==> config.mk <==
export PLATFORM = sky130hd
export DESIGN_NAME = display_scan
export DESIGN_NICKNAME = d
export VERILOG_FILES = /design/src/rtl/display_pkg.sv /design/src/rtl/display_hex_to_seg.sv /design/src/rtl/display_scan.sv
export SDC_FILE = /design/constraint.sdc
export NUM_CORES = 1
export LEC_CHECK = 0
export ABC_CLOCK_PERIOD_IN_PS = 4000
export BUFFER_PORTS_ARGS = -buffer_cell sky130_fd_sc_hd__buf_2
export CAP_MARGIN = 25
export CORE_MARGIN = 1
export CORE_UTILIZATION = 57
export DETAILED_ROUTE_END_ITERATION = 8
export PLACE_DENSITY = 0.83
export SLEW_MARGIN = 25
export SYNTH_ARGS = -nofsm -noshare
export SYNTH_HDL_FRONTEND = slang
export SYNTH_SLANG_ARGS = --single-unit
==> constraint.sdc <==
create_clock -name clk -period 4 [get_ports clk]
set_input_delay 0.8 -clock clk [delete_from_list [all_inputs] [get_ports clk]]
set_output_delay 0.8 -clock clk [all_outputs]
set_load 0.02 [all_outputs]
==> src/rtl/display_pkg.sv <==
// rtl/display_pkg.sv - shared constants for the multiplexed 7-segment scanner
package display_pkg;

    localparam int NUM_DIGITS = 8;

    // Active-low segment patterns ordered {g,f,e,d,c,b,a}
    localparam logic [6:0] SEG_0   = 7'b1000000;
    localparam logic [6:0] SEG_1   = 7'b1111001;
    localparam logic [6:0] SEG_2   = 7'b0100100;
    localparam logic [6:0] SEG_3   = 7'b0110000;
    localparam logic [6:0] SEG_4   = 7'b0011001;
    localparam logic [6:0] SEG_5   = 7'b0010010;
    localparam logic [6:0] SEG_6   = 7'b0000010;
    localparam logic [6:0] SEG_7   = 7'b1111000;
    localparam logic [6:0] SEG_8   = 7'b0000000;
    localparam logic [6:0] SEG_9   = 7'b0010000;
    localparam logic [6:0] SEG_A   = 7'b0001000;
    localparam logic [6:0] SEG_B   = 7'b0000011;
    localparam logic [6:0] SEG_C   = 7'b1000110;
    localparam logic [6:0] SEG_D   = 7'b0100001;
    localparam logic [6:0] SEG_E   = 7'b0000110;
    localparam logic [6:0] SEG_F   = 7'b0001110;
    localparam logic [6:0] SEG_OFF = 7'h7F;

endpackage

==> src/rtl/display_hex_to_seg.sv <==
// rtl/display_hex_to_seg.sv - combinational hex nibble to active-low segment decoder
module hex_to_seg
    import display_pkg::*;
(
    input  logic [3:0] hex,
    output logic [6:0] seg_n
);

    always_comb begin
        seg_n = SEG_OFF;
        case (hex)
            4'h0: seg_n = SEG_0;
            4'h1: seg_n = SEG_1;
            4'h2: seg_n = SEG_2;
            4'h3: seg_n = SEG_3;
            4'h4: seg_n = SEG_4;
            4'h5: seg_n = SEG_5;
            4'h6: seg_n = SEG_6;
            4'h7: seg_n = SEG_7;
            4'h8: seg_n = SEG_8;
            4'h9: seg_n = SEG_9;
            4'hA: seg_n = SEG_A;
            4'hB: seg_n = SEG_B;
            4'hC: seg_n = SEG_C;
            4'hD: seg_n = SEG_D;
            4'hE: seg_n = SEG_E;
            4'hF: seg_n = SEG_F;
            default: seg_n = SEG_OFF;
        endcase
    end

endmodule

==> src/rtl/display_scan.sv <==
// rtl/display_scan.sv - 8-digit hex display scanner with snapshot, freeze and zero blanking
module display_scan
    import display_pkg::*;
#(
    parameter int SCAN_DIV   = 50000,
    parameter int ZERO_BLANK = 1
) (
    input  logic        clk,
    input  logic        rst,
    input  logic [31:0] display_syscall,
    input  logic [14:0] display_pc,
    input  logic        mode_sel,
    input  logic        freeze,
    output logic [6:0]  seg_n,
    output logic [7:0]  an_n,
    output logic        dp_n
);

    logic [15:0] cnt_q, cnt_d;
    logic [2:0]  digit_q, digit_d;
    logic [31:0] snap_q, snap_d;
    logic        mode_q, mode_d;
    logic        init_q, init_d;
    logic [6:0]  seg_q, seg_d;
    logic [7:0]  an_q, an_d;
    logic        dp_q, dp_d;

    logic        tick;
    logic [31:0] src;
    logic [31:0] shifted;
    logic        blank;
    logic [6:0]  seg_dec;

    assign tick = (cnt_q == 16'(SCAN_DIV - 1));
    assign src  = mode_sel ? {17'b0, display_pc} : display_syscall;

    // Outputs are built from next-state values so the new digit and its
    // snapshot land together on the same edge, keeping each frame coherent.
    always_comb begin
        cnt_d   = tick ? 16'd0 : cnt_q + 16'd1;
        digit_d = tick ? digit_q + 3'd1 : digit_q;
        mode_d  = mode_sel;
        init_d  = 1'b0;
        snap_d  = snap_q;
        if (init_q) begin
            snap_d = src;
        end else if (!freeze && ((tick && digit_q == 3'd7) || (mode_sel != mode_q))) begin
            snap_d = src;
        end

        shifted = snap_d >> {digit_d, 2'b00};
        blank   = (ZERO_BLANK != 0) && (digit_d != 3'd0) && (shifted == 32'd0);

        an_d  = blank ? 8'hFF : ~(8'b1 << digit_d);
        seg_d = blank ? SEG_OFF : seg_dec;
        dp_d  = !((digit_d == 3'd0) && mode_d);
    end

    hex_to_seg u_hex_to_seg (
        .hex   (shifted[3:0]),
        .seg_n (seg_dec)
    );

    always_ff @(posedge clk or posedge rst) begin
        if (rst) begin
            cnt_q   <= 16'd0;
            digit_q <= 3'd0;
            snap_q  <= 32'd0;
            mode_q  <= 1'b0;
            init_q  <= 1'b1;
            seg_q   <= SEG_OFF;
            an_q    <= 8'hFF;
            dp_q    <= 1'b1;
        end else begin
            cnt_q   <= cnt_d;
            digit_q <= digit_d;
            snap_q  <= snap_d;
            mode_q  <= mode_d;
            init_q  <= init_d;
            seg_q   <= seg_d;
            an_q    <= an_d;
            dp_q    <= dp_d;
        end
    end

    assign seg_n = seg_q;
    assign an_n  = an_q;
    assign dp_n  = dp_q;

endmodule

## Word-level counts from Yosys, hierarchy flattened

Memory sizes are Yosys's and may differ from the RTL's.
Cells that the tools add are included.

- Muxes and demuxes: 7
- Bitwise operators: 1
- Shift operators: 2
- Equality and inequality tests: 3
- Reductions and logical operators: 10
- Add/sub/neg operators: 2

Operators by type and width:

| kind | count |
|---|---|
| 32-bit 2-to-1 mux | 3 |
| 32-bit zero test | 1 |
| 32-bit by 5-bit >> shifter with 32-bit output | 1 |
| 16-bit by 1-bit adder with 16-bit output, second input constant | 1 |
| 16-bit equality test, second input constant | 1 |
| 16-bit 2-to-1 mux | 1 |
| 8-bit 2-to-1 mux | 1 |
| 8-bit NOT | 1 |
| 1-bit by 3-bit << shifter with 8-bit output, first input constant | 1 |
| 7-bit 2-to-1 mux | 1 |
| 1-bit logical AND | 4 |
| 3-bit by 1-bit adder with 3-bit output, second input constant | 1 |
| 3-bit equality test, second input constant | 1 |
| 3-bit zero test | 1 |
| 3-bit 2-to-1 mux | 1 |
| 3-bit nonzero test | 1 |
| 1-bit zero test | 2 |
| 1-bit logical OR | 1 |
| 1-bit != test | 1 |

- Memories kept: 1
- Memory bits (read-only): 112
- Flip-flop bits (word level): 69
- Output and inout port bits: 16
- Input bits: 51
- Word-level logic and storage cells: 34

Memory list:

| name | depth | bits a word | rd ports | clocked after Yosys merged registers in | write ports | line | RTL |
|---|---|---|---|---|---|---|---|
| (name not given) | 16 | 7 | 1 | 0 | 0 | display_hex_to_seg.sv:11 | `case (hex)` |

## Depth between registers and ports, before layout

Gate-level depths: netlist (run 1).

- Word-level depth: 10
- Mapped depth: 19
- Depth with buffers taken out: 16

## Cells and area by module

A second synthesis (run 1) with hierarchy kept.

- Cells, all modules: 404
- Area total of the unflattened synthesis: 4,100.2 um^2

Modules (own cells, without submodules):

| module | instances | cells an instance | area each (um^2) | sequential area each (um^2) |
|---|---|---|---|---|
| display_scan | 1 | 372 | 3,824.9 | 1,747.9 |
| hex_to_seg | 1 | 32 | 275.3 | 0.0 |

## Least setup slack after synthesis (run 1)

Ideal clock, no wire load.

- Kind: input port to flip-flop
- Start: input mode_sel
- End: register seg_q[0] (netlist: seg_n[0])
- Arrival time: 3.577 ns
- Slack: 0.333 ns
- Stages on the path: 16
- Buffers on the path: 2
- Required time: 3.909 ns
- Library setup time: 0.091 ns
- Cells stage by stage: buf_6 > xor2_4 > o22ai_4 > a21oi_4 > buf_6 > mux2_2 > and2_1 > a211oi_1 > a311oi_1 > a21oi_1 > ha_1 > o21ai_0 > a21oi_1 > nor4b_2 > o21ai_2 > o31ai_1

- Word-level cells in the longest chain between the ends: 9
- Elaborated cells on any way between the ends: 11
- Those cells by class: 1 x eq/ne; 1 x shift; 4 x mux; 4 x reduce/logical; 1 x memory

RTL lines:

| element | line | RTL |
|---|---|---|
| from (decl) | display_scan.sv:12 | `input logic mode_sel,` |
| 1-bit != test | display_scan.sv:47 | `end else if (!freeze && ((tick && digit_q == 3'd7) \|\| (mode_sel != mode_q))) begin` |
| 1-bit logical OR | display_scan.sv:47 |  |
| 1-bit logical AND | display_scan.sv:47 |  |
| 32-bit 2-to-1 mux | display_scan.sv:47 |  |
| 32-bit 2-to-1 mux * | display_scan.sv:45 | `if (init_q) begin` |
| net snap_d[13] | display_scan.sv:21 | `logic [31:0] snap_q, snap_d;` |
| 32-bit by 5-bit >> shifter with 32-bit output * | display_scan.sv:51 | `shifted = snap_d >> {digit_d, 2'b00};` |
| branches (longest 2 deep; another with memory 16 x 7 bit) | - |  |
| 7-bit 2-to-1 mux * | display_scan.sv:55 | `seg_d = blank ? SEG_OFF : seg_dec;` |
| net seg_d[0] | display_scan.sv:24 | `logic [6:0] seg_q, seg_d;` |
| to (signal assigned) | display_scan.sv:80 | `seg_q <= seg_d;` |
| to (decl) | display_scan.sv:24 |  |

Mark *: on every way through the listed nets, which the timed path passes.

## Worst setup path after layout (run 1)

- Start: register digit_q[0]
- End: register seg_q[6] (netlist: seg_n[6])

- Word-level cells in the longest chain between the ends: 10
- Elaborated cells on any way between the ends: 14
- Those cells by class: 1 x add/sub; 1 x eq/ne; 1 x shift; 4 x mux; 6 x reduce/logical; 1 x memory

RTL lines:

| element | line | RTL |
|---|---|---|
| from (decl) | display_scan.sv:20 | `logic [2:0] digit_q, digit_d;` |
| from (signal assigned) | display_scan.sv:76 | `digit_q <= digit_d;` |
| 3-bit equality test * | display_scan.sv:47 |  |
| 1-bit logical AND * | display_scan.sv:47 |  |
| 1-bit logical OR * | display_scan.sv:47 |  |
| 1-bit logical AND * | display_scan.sv:47 |  |
| 32-bit 2-to-1 mux * | display_scan.sv:47 |  |
| 32-bit 2-to-1 mux * | display_scan.sv:45 |  |
| net snap_d[16] | display_scan.sv:21 |  |
| 32-bit by 5-bit >> shifter with 32-bit output * | display_scan.sv:51 |  |
| branches (longest 2 deep; another with memory 16 x 7 bit) | - |  |
| 7-bit 2-to-1 mux * | display_scan.sv:55 |  |
| net seg_d[6] | display_scan.sv:24 |  |

Marks and branches as above.

==> key figures, run 1 <==
Outcome
  – Status: finished clean

Logic synthesis
  – Top FF cell, synth: dfrtp_1
  – Post-synth top area cell: dfrtp_1
  – Yosys top cell area share: 30.4%
  – Main area contributors after synthesis: dfrtp_1, dfstp_2, mux2_2
  – Async set-reset flop share out of synthesis: 100%
  – FF+latch count, synth: 69
  – Avg Cell Area, Syn: 9.74 um2
  – Synth top cells by count: dfrtp_1, nand2_1, nor2_1
  – Post-synthesis cell type count: 77
  – Count leader, synth: dfrtp_1
  – Post-synth EDFFs: 0
  – Synth Instances: 440
  – Sequential fraction of the synthesis area: 40.8%
  – Ys Warns: 0
  – Syn_nets: 500
  – Syn Std Cell Area: 4290 um2

Floorplanning
  – Die area: 7870 um2
  – Rows: 31
  – Initial core utilization: 59.1%
  – Chip Width: 88.7 um
  – Core ar.: 7250 um2
  – Chip height: 88.7 um
  – Io pins: 67

Timing
  – Post-route minimum period: 3750 ps
  – Fin Hold WS: 433 ps
  – Final setup vio count: 0
  – Final Cycle Share: 93.7%
  – Worst-margin pin slew: 693 ps
  – Max Slew Vio Count: 0
  – Final Hold Vio Count: 0
  – Rel. slew slack: 52.6%
  – Worst setup margin: 254 ps
  – Clk_skew: 8.76 ps
  – Max frequency: 0.267 GHz

CTS
  – Clock buffer count from CTS: 9
  – Clock root cell: clkbuf_8
  – Clock sink count: 69
  – H-tree depth: 3
  – CTS Hold Bufs: 0
  – Clk_lat worst skew: 350 ps
  – CTS tree: yes
  – Clock buffer depth: 2
  – Clk slew on worst S/H paths: 80 ps

Pwr
  – Tot Pwr: 1.84 mW
  – Worst vdd ir: 0.000201 V
  – Leakage power: 2.33 nW
  – Pwr per Cell Area: 364 nW/um2

Setup path
  – WS Path Type: flop to flop
  – CP max-delay cell: dfrtp_1
  – Critical path's top delay family: compound AO/OA/AOI/OAI gates
  – Crit-path cells: ha_1 -> ha_1 -> or2_1 -> o22ai_4 -> a211oi_2 -> a22o_1 -> mux2_2 -> o211a_1 -> o21a_1 -> inv_1 -> ha_1 -> o21ai_0 -> a21oi_1 -> nor4b_4 -> o21ai_4 -> o221ai_1
  – Crit path DAT: 4010 ps
  – CP peak stage delay: 400 ps
  – Worst-path maximum fanout: 10
  – Startpoint Class: flop
  – Endpoint class of the critical path: flop
  – Crit path required time: 4260 ps
  – Most frequent cell on the critical path: ha_1
  – Buf+Inv Stages, Crit Path: 1

Cells and area
  – Final nets: 584
  – Layout area overhead: 17.8%
  – Non-filler cells, final: 628
  – Share of cells above drive strength 1: 32.9%
  – Diode count: 0
  – Fin util: 69.6%

Global route
  – Tot GR Track Use: 32.5%
  – Initial antenna violation count: 0
  – Number of global-route vias before repair: 3769
  – Largest net degree at the start of global routing: 36
  – First-pass GRT wire length: 19100 um
  – Grt total ovfl: 0

Drt
  – Met2 wire length: 5390 um
  – Met3 WL post-DR: 1130 um
  – 1st-pass router iterations: 6
  – Top Layer Used: met4
  – WL/cell: 19.2 um
  – M1 WL: 5190 um
  – DRC viols: 0
  – Final ANT Viol Nets: 0
  – Final WL: 12100 um
  – Vias: 4074
  – Vias per std cell: 6.49
  – DR iter-0 viols: 552

Worst hold path
  – HP Class: primary input to async pin

Placed design
  – Placed Cells incl. Taps: 610
  – Dpl ws: 140 ps
  – Hpwl dp: 8740 um
  – Final Wtd Congestion: 0.959
  – IO buf count: 66

Job
  – Max-Cap Viols: 0
[worst paths after layout]
path | slack, ps | endpoint | start | cells after the start
hold reg to reg | 470 | cnt_q[0] | cnt_q[0] | 1
setup reg to reg | 250 | seg_n[6] | digit_q[0] | 16
hold / removal | 430 | cnt_q[15] | rst | 2
setup / recovery | 250 | seg_n[6] | digit_q[0] | 16
max in group asynchronous | 2760 | init_q | rst | 3
min in group clk | 470 | cnt_q[0] | cnt_q[0] | 1
[routing by layer]
layer	vias up	global-route usage [%]
met4	0	13.5
li1	1792	-
met2	274	49.1
met5	-	0
met1	1965	46.7
met3	43	5.04
[placed cells by master, fill, tap and decap left out, drive strengths merged, types with 5 or more instances in the layout]
cell,instances
a211o,6
inv,22
nand3,22
clkbuf,12
and3,7
mux2,19
a211oi,7
ha,9
and2,5
nand2,49
nor3,7
a21oi,19
o21ai,20
or2,6
buf,94
nand4,5
o221ai,7
xor2,9
or3,6
a22oi,9
xnor2,5
dfstp,17
dfrtp,52
mux2i,19
nor2,29
[layout make-up]
cell class / count / area, um2
Sequential cell: 69 / 1750
Tap cell: 99 / 124
Fill cell: 576 / 2200
Clock inverter: 4 / 47.5
Timing Repair Buffer: 94 / 541
Clock buffer: 12 / 145
Multi-Input combinational cell: 328 / 2360
Inverter: 22 / 82.6
[worst reg2reg max path: cells and delay by family (launching register included)]
family / cells / cell delay [ps]
fa+ha+maj: 3 / 660
mux: 1 / 270
compound gates: 9 / 1650
simple gates: 2 / 540
flops: 1 / 400
buf+inv: 1 / 140
[flip-flops by register name, indices dropped and copies added (netlist names)]
name and cells:
snap_q 32, digit_q 3, mode_q 1, cnt_q 16, init_q 1, an_n 8
dp_n 1, seg_n 7
[per-stage QoR]
stage	setup TNS [ps]	instance area (um2)
finish	0	5050
global route	-191	5050
CTS	0	5010
detailed placement	0	4810
global placement	0	4810
floorplan	0	4290
[power by group]
group,switching [mW],total (mW),internal [mW]
registers,0.0320,0.808,0.776
logic,0.267,0.450,0.183
clock network,0.277,0.581,0.304
[cell families after synthesis]
| logic type | count (synthesis) | synth area share (%) |
|---|---|---|
| and+or+nand+nor | 156 | 18.9 |
| xor gates and xnor gates | 14 | 3.30 |
| buffers and inverters | 44 | 4.93 |
| adders and majority gates | 9 | 2.63 |
| DFF | 69 | 40.8 |
| other | 1 | 0.0875 |
| muxes | 39 | 10.0 |
| AOI/OAI and AO/OA | 108 | 19.3 |
[repair_timing]
| action | CTS | global route |
|---|---|---|
| endpoints found under the setup margin | 0 | 14 |
| resized for setup | 0 | 4 |
| buffers inserted | 0 | 1 |
| hold endpoints to repair | 0 | 0 |
No activity file was read; power rests on OpenSTA's default activity.
==> inputs of run 2 (changes only) <==
--- a/config.mk
+++ b/config.mk
@@ -11,6 +11,7 @@
 export CORE_MARGIN = 1
 export CORE_UTILIZATION = 57
 export DETAILED_ROUTE_END_ITERATION = 8
+export MAX_ROUTING_LAYER = met4
 export PLACE_DENSITY = 0.83
 export SLEW_MARGIN = 25
 export SYNTH_ARGS = -nofsm -noshare
==> run 2 against run 1 <==
  * Combinational power is 2% lower
  * First-iteration DRC count fell by 25%
  * Clock skew up 1.3 ps
  * Cell count did not move
  * Largest cell class unchanged
  * Sequential cell count is the same
  * Power increased by 1.0%
  * Register-to-register slack lost 60 ps
  * Final area rose by 0.12%
  * Via count fell by 4.4%
  * Utilization rose by 0.086 points
==> key figures, run 2 (synthesis results as in run 1) <==
Outcome
  – Status: finished clean

CTS
  – Clock buffer depth: 2 (unchanged)
  – Clock sink count: 69 (unchanged)
  – CTS Hold Bufs: 0 (unchanged)
  – Clock buffer count from CTS: 9 (unchanged)
  – Clk_lat worst skew: 350 ps (about the same)
  – CTS tree: yes
  – Clock root cell: clkbuf_8
  – Clk slew on worst S/H paths: 80 ps (about the same)
  – H-tree depth: 3 (unchanged)

Setup path
  – Startpoint Class: flop
  – Crit path DAT: 4060 ps (+50 ps)
  – Worst r2r path cells: 14 (-2)
  – Crit path launch: cnt_q[10]
  – Endpoint class of the critical path: flop
  – WS Path Type: flop to flop
  – Crit path required time: 4250 ps (about the same)
  – Worst flop-to-flop path startpoint: cnt_q[10]
  – Worst-path maximum fanout: 10 (unchanged)
  – Flop-to-flop setup slack: 200 ps (-60 ps)
  – RR Endpoint: seg_n[0]

Drt
  – Final WL: 11800 um (-2.7%)
  – DR iter-0 viols: 413 (-25%)
  – Final ANT Viol Nets: 0 (unchanged)
  – 1st-pass router iterations: 5 (-1)
  – DRC viols: 0 (unchanged)
  – Vias: 3895 (-4.4%)
  – WL/cell: 18.7 um (-2.7%)
  – Vias per std cell: 6.20 (-4.4%)

Global route
  – Number of global-route vias before repair: 3596 (-4.6%)
  – Met1 Usage GRT: 44.9% (-1.8 points)
  – Initial antenna violation count: 0 (unchanged)
  – First-pass GRT wire length: 18500 um (-3.5%)
  – Grt total ovfl: 0 (unchanged)
  – Largest net degree at the start of global routing: 50 (+39%)
  – GR peak layer: met2
  – Routing usage on met2: 47.8% (-1.3 points)
  – Tot GR Track Use: 32.8% (+0.32 points)
  – Met3 Use GR: 5.88% (+0.84 points)

Floorplanning
  – Rows: 31 (unchanged)
  – Chip Width: 88.7 um (unchanged)
  – Io pins: 67 (unchanged)
  – Die area: 7870 um2 (unchanged)
  – Chip height: 88.7 um (unchanged)
  – Core ar.: 7250 um2 (unchanged)
  – Initial core utilization: 59.1% (unchanged)

Pwr
  – Leakage power: 2.33 nW (+0.25%)
  – Worst vdd ir: 0.000177 V (-12%)
  – Pwr per Cell Area: 367 nW/um2 (+0.92%)
  – Tot Pwr: 1.86 mW (+1.0%)

Cells and area
  – Reg with most FFs: snap_q
  – Share of cells above drive strength 1: 33.6% (+0.76 points)
  – Final nets: 584 (unchanged)
  – Commonest non-fill, non-tap cell in the layout: buf_2
  – Design area: 5060 um2 (+0.12%)
  – Multi-input gate area in the final layout: 2340 um2 (-0.79%)
  – Commonest non-fill, non-tap cells in the layout: buf_2, dfrtp_1, nand2_1
  – Diode count: 0 (unchanged)
  – Number of flip-flops in the largest register: 32 (unchanged)
  – Layout area overhead: 18.0%
  – Fin util: 69.7% (+0.086 points)
  – FF+latch area: 1750 um2 (unchanged)
  – Number of fill cells: 553 (-4.0%)

Timing
  – Final Cycle Share: 95.0% (+1.4 points)
  – Worst-margin pin slew: 614 ps (-78.9 ps)
  – Final setup vio count: 0 (unchanged)
  – Final Hold Vio Count: 0 (unchanged)
  – Clk_skew: 10.0 ps (+1.28 ps)
  – Max Slew Vio Count: 0 (unchanged)
  – Post-route minimum period: 3800 ps (+55.0 ps)
  – Fin Hold WS: 430 ps (-3.24 ps)
  – Max frequency: 0.263 GHz (-1.4%)
  – Rel. slew slack: 59.1% (+6.5 points)

Placed design
  – IO buf count: 66 (unchanged)
  – Area of placed instances: 4800 um2 (-0.31%)
  – Hpwl dp: 8550 um (-2.2%)
  – Final Wtd Congestion: 1.04 (+8.4%)

Job
  – Max-Cap Viols: 0 (unchanged)

Worst hold path
  – HP Class: primary input to async pin
[run 2: worst max path at each step]
stage,to,slack (ps),depth (start not counted)
after floorplan,seg_n[0],330,16
after global placement,seg_n[6],240,14
after detailed placement,seg_n[0],50,15
after CTS,seg_n[0],140,15
after global routing,seg_n[3],-40,15
final,seg_n[0],200,14
[run 2: final cells by class]
| cell class | instances | share of cell area [%] |
|---|---|---|
| clock buffers | 11 | 2.99 |
| clock inverters | 5 | 1.16 |
| inverters | 22 | 1.63 |
| multi-input cells | 327 | 46.3 |
| flip-flops and latches | 69 | 34.6 |
| well taps | 99 | 2.45 |
| repair buffers | 95 | 10.8 |
[run 2: per-stage QoR]
step,worst slack (ps),setup TNS (ps),std cells
after floorplan,333,0,440
after global routing,-43.7,-291,628
after CTS,138,0,624
final,199,0,628
after detailed placement,45.3,0,608
after global placement,244,0,608
[run 2: critical path, cell delays in order, from the launching register on]
cell,delay (ps)
dfrtp_1,440
nor4b_4,430
nand4_4,230
a21oi_4,350
mux2_2,410
and2_1,180
a211oi_1,270
a311oi_1,80
a21oi_1,200
ha_1,240
o21ai_0,110
a21oi_1,140
nor4b_2,290
o21ai_2,210
o31ai_1,130
[run 2: what timing repair did]
item / CTS / global route
buffers inserted: 0 / 4
endpoints found under the setup margin: 0 / 14
resized for setup: 0 / 4
[run 2: metal layers]
layer  routed length [um]  part of all wire [%]
met1                 4970                    42
met2                 5480                    47
met3                 1000                   8.5
met4                  296                   2.5
met5                    0                     0
[run 2: report_power, final]
| part | switching [mW] | internal [mW] | leakage, nW | total, mW |
|---|---|---|---|---|
| clock | 0.285 | 0.322 | 0.102 | 0.607 |
| combinational | 0.257 | 0.184 | 1.39 | 0.442 |
| sequential | 0.0330 | 0.776 | 0.843 | 0.809 |
| total | 0.575 | 1.28 | 2.33 | 1.86 |
==> inputs of run 3 (changes only) <==
--- a/config.mk
+++ b/config.mk
@@ -8,8 +8,10 @@
 export ABC_CLOCK_PERIOD_IN_PS = 4000
 export BUFFER_PORTS_ARGS = -buffer_cell sky130_fd_sc_hd__buf_2
 export CAP_MARGIN = 25
+export CELL_PAD_IN_SITES_DETAIL_PLACEMENT = 0
+export CELL_PAD_IN_SITES_GLOBAL_PLACEMENT = 1
 export CORE_MARGIN = 1
-export CORE_UTILIZATION = 57
+export CORE_UTILIZATION = 44
 export DETAILED_ROUTE_END_ITERATION = 8
 export MAX_ROUTING_LAYER = met4
 export PLACE_DENSITY = 0.83
==> run 3 against run 2 <==
  * Routed wire length rose by 1.4%
  * Register-to-register slack gained 120 ps
  * Utilization fell by 16 points
  * Combinational power shrank 2%
  * Final area shrank 0.52%
  * Sequential share of layout area up 0.18 points
  * Hold slack improved by 24 ps
  * Cell count up 3.7%
  * Global-route usage shrank 7.0 points
  * Non-clock buffer count is 7 lower
  * Critical path depth stayed put
  * Count of clock-buffer cells in the layout fell by 1
  * Critical path type unchanged
  * Highest routed layer unchanged
==> key figures, run 3 (synthesis results as in run 1) <==
Drt
  – Final ANT Viol Nets: 0 (unchanged)
  – DR iter-0 viols: 306 (-26%)
  – 1st-pass router iterations: 5 (unchanged)
  – WL/cell: 18.3 um (-2.2%)
  – Vias per std cell: 5.80 (-6.4%)
  – Final WL: 11900 um (+1.4%)
  – DRC viols: 0 (unchanged)
  – Vias: 3778 (-3.0%)

Floorplanning
  – Chip Width: 101 um (+14%)
  – Core ar.: 9330 um2 (+29%)
  – Rows: 35 (+13%)
  – Die area: 10100 um2 (+29%)
  – Initial core utilization: 46.0% (-13 points)
  – Io pins: 67 (unchanged)
  – Chip height: 101 um (+14%)

Worst hold path
  – Hold depth: 1
  – HP Class: flop to flop

Global route
  – Number of global-route vias before repair: 3691 (+2.6%)
  – Initial antenna violation count: 0 (unchanged)
  – Tot GR Track Use: 25.8% (-7.0 points)
  – First-pass GRT wire length: 19300 um (+4.7%)
  – Largest net degree at the start of global routing: 38 (-24%)
  – Grt total ovfl: 0 (unchanged)

Cells and area
  – Number of flip-flops in the largest register: 32 (unchanged)
  – Final nets: 577 (-1.2%)
  – Number of fill cells: 899 (+63%)
  – Fin util: 53.9% (-16 points)
  – Commonest non-fill, non-tap cells in the layout: buf_2, dfrtp_1, nand2_1
  – Layout area overhead: 17.3%
  – Reg with most FFs: snap_q
  – Diode count: 0 (unchanged)
  – Commonest non-fill, non-tap cell in the layout: buf_2
  – Share of cells above drive strength 1: 32.4% (-1.3 points)

Setup path
  – Crit path DAT: 3950 ps (-110 ps)
  – Worst r2r path cells: 14 (unchanged)
  – Stages on worst setup path: 14 (unchanged)
  – Crit path required time: 4270 ps (+20 ps)
  – CP max-delay cell: dfrtp_1
  – Buf+Inv Stages, Crit Path: 0 (unchanged)
  – Crit-path cells: nor4b_4 -> nand4_4 -> a21oi_4 -> mux2_2 -> and2_1 -> a211oi_1 -> a311oi_1 -> a21oi_1 -> ha_1 -> o21ai_0 -> a21oi_1 -> nor4b_2 -> o21ai_2 -> o221ai_1
  – Startpoint Class: flop
  – Endpoint class of the critical path: flop
  – Critical path's top delay family: compound AO/OA/AOI/OAI gates
  – Worst-path maximum fanout: 10 (unchanged)
  – WS Path Type: flop to flop
  – Most frequent cell on the critical path: a21oi_1
  – CP peak stage delay: 430 ps (about the same)

CTS
  – H-tree depth: 3 (unchanged)
  – Clk_lat worst skew: 350 ps (about the same)
  – Clock sink count: 69 (unchanged)
  – Clk slew on worst S/H paths: 80 ps (about the same)
  – Clock buffer count from CTS: 9 (unchanged)
  – Clock buffer depth: 2 (unchanged)
  – CTS tree: yes
  – Clock root cell: clkbuf_8

Placed design
  – IO buf count: 66 (unchanged)
  – Hpwl dp: 8980 um (+5.0%)
  – Final Wtd Congestion: 0.937 (-9.9%)

Timing
  – Setup Total Neg Slack: 0 ps (unchanged)
  – Final setup vio count: 0 (unchanged)
  – Rel. slew slack: 52.5% (-6.6 points)
  – Worst-margin pin slew: 712 ps (+97.8 ps)
  – Final Hold Vio Count: 0 (unchanged)
  – RSZ-0062 raised after global routing: false
  – Post-route minimum period: 3680 ps (-117 ps)
  – Max Slew Vio Count: 0 (unchanged)
  – Clk_skew: 8.63 ps (-1.41 ps)
  – Max frequency: 0.271 GHz (+3.2%)
  – Final Cycle Share: 92.1% (-2.9 points)

Pwr
  – Pwr per Cell Area: 361 nW/um2 (-1.7%)
  – Leakage power: 2.29 nW (-1.8%)
  – Worst vdd ir: 0.000193 V (+9.0%)

Outcome
  – Status: finished clean

Job
  – Max-Cap Viols: 0 (unchanged)
-- run 3: cell types whose count changed in the layout (fill, tap and decap cells not counted) --
cell / previous run / this run
a211oi_1: 5 / 6
a211oi_2: 2 / 1
buf_12: 0 / 1
buf_4: 29 / 21
clkbuf_1: 0 / 1
clkbuf_8: 11 / 9
clkinv_2: 1 / 2
-- run 3: cell type report --
class | instances | area [um2] | share of cell area, %
clock buffer | 10 | 128 | 2.54
clock inverter | 6 | 63.8 | 1.27
inverter | 22 | 82.6 | 1.64
multi-input combinational | 327 | 2340 | 46.5
sequential | 69 | 1750 | 34.8
tap | 129 | 161 | 3.21
timing repair buffer | 88 | 508 | 10.1
-- run 3: path summary, 6_finish.rpt --
check                           slack [ps]     start        end
worst max-delay path                   320  cnt_q[7]   seg_n[4]
min in group asynchronous              560       rst  cnt_q[11]
worst min-delay path                   450  cnt_q[0]   cnt_q[0]
max in group asynchronous             2720       rst    an_n[3]
worst max register to register         320  cnt_q[7]   seg_n[4]
worst min register to register         450  cnt_q[0]   cnt_q[0]
-- run 3: routing by layer --
| metal | up-vias | GRT usage [%] | share of wire [%] |
|---|---|---|---|
| li1 | 1775 | - | - |
| met1 | 1829 | 34.0 | 46 |
| met2 | 148 | 41.1 | 46 |
| met3 | 26 | 3.19 | 5.5 |
| met4 | 0 | 9.36 | 2.7 |
| met5 | - | - | 0 |
-- run 3: metrics by stage --
stage | power (mW) | cells | area, um2 | setup WS [ps] | hold slack, ps
after floorplan | 1.10 | 440 | 4290 | 333 | 424
after global placement | 1.25 | 635 | 4830 | 262 | 438
after detailed placement | 1.25 | 635 | 4830 | 126 | 447
after CTS | 1.83 | 651 | 5020 | 181 | 459
after global routing | 1.90 | 651 | 5030 | 19.0 | 484
final | 1.82 | 651 | 5030 | 316 | 454
-- run 3: what timing repair did --
| item | 4_1_cts | 5_1_grt |
|---|---|---|
| setup endpoints to repair | 0 | 14 |
| hold endpoints to repair | 0 | 0 |
| setup buffers | 0 | 0 |
| gates resized for setup | 0 | 3 |
| hold buffers | 0 | 0 |
-- run 3: power breakdown --
group | switching, mW | internal [mW] | leakage (nW)
sequential | 0.0302 | 0.776 | 0.843
clock | 0.288 | 0.287 | 0.0923
combinational | 0.257 | 0.178 | 1.36
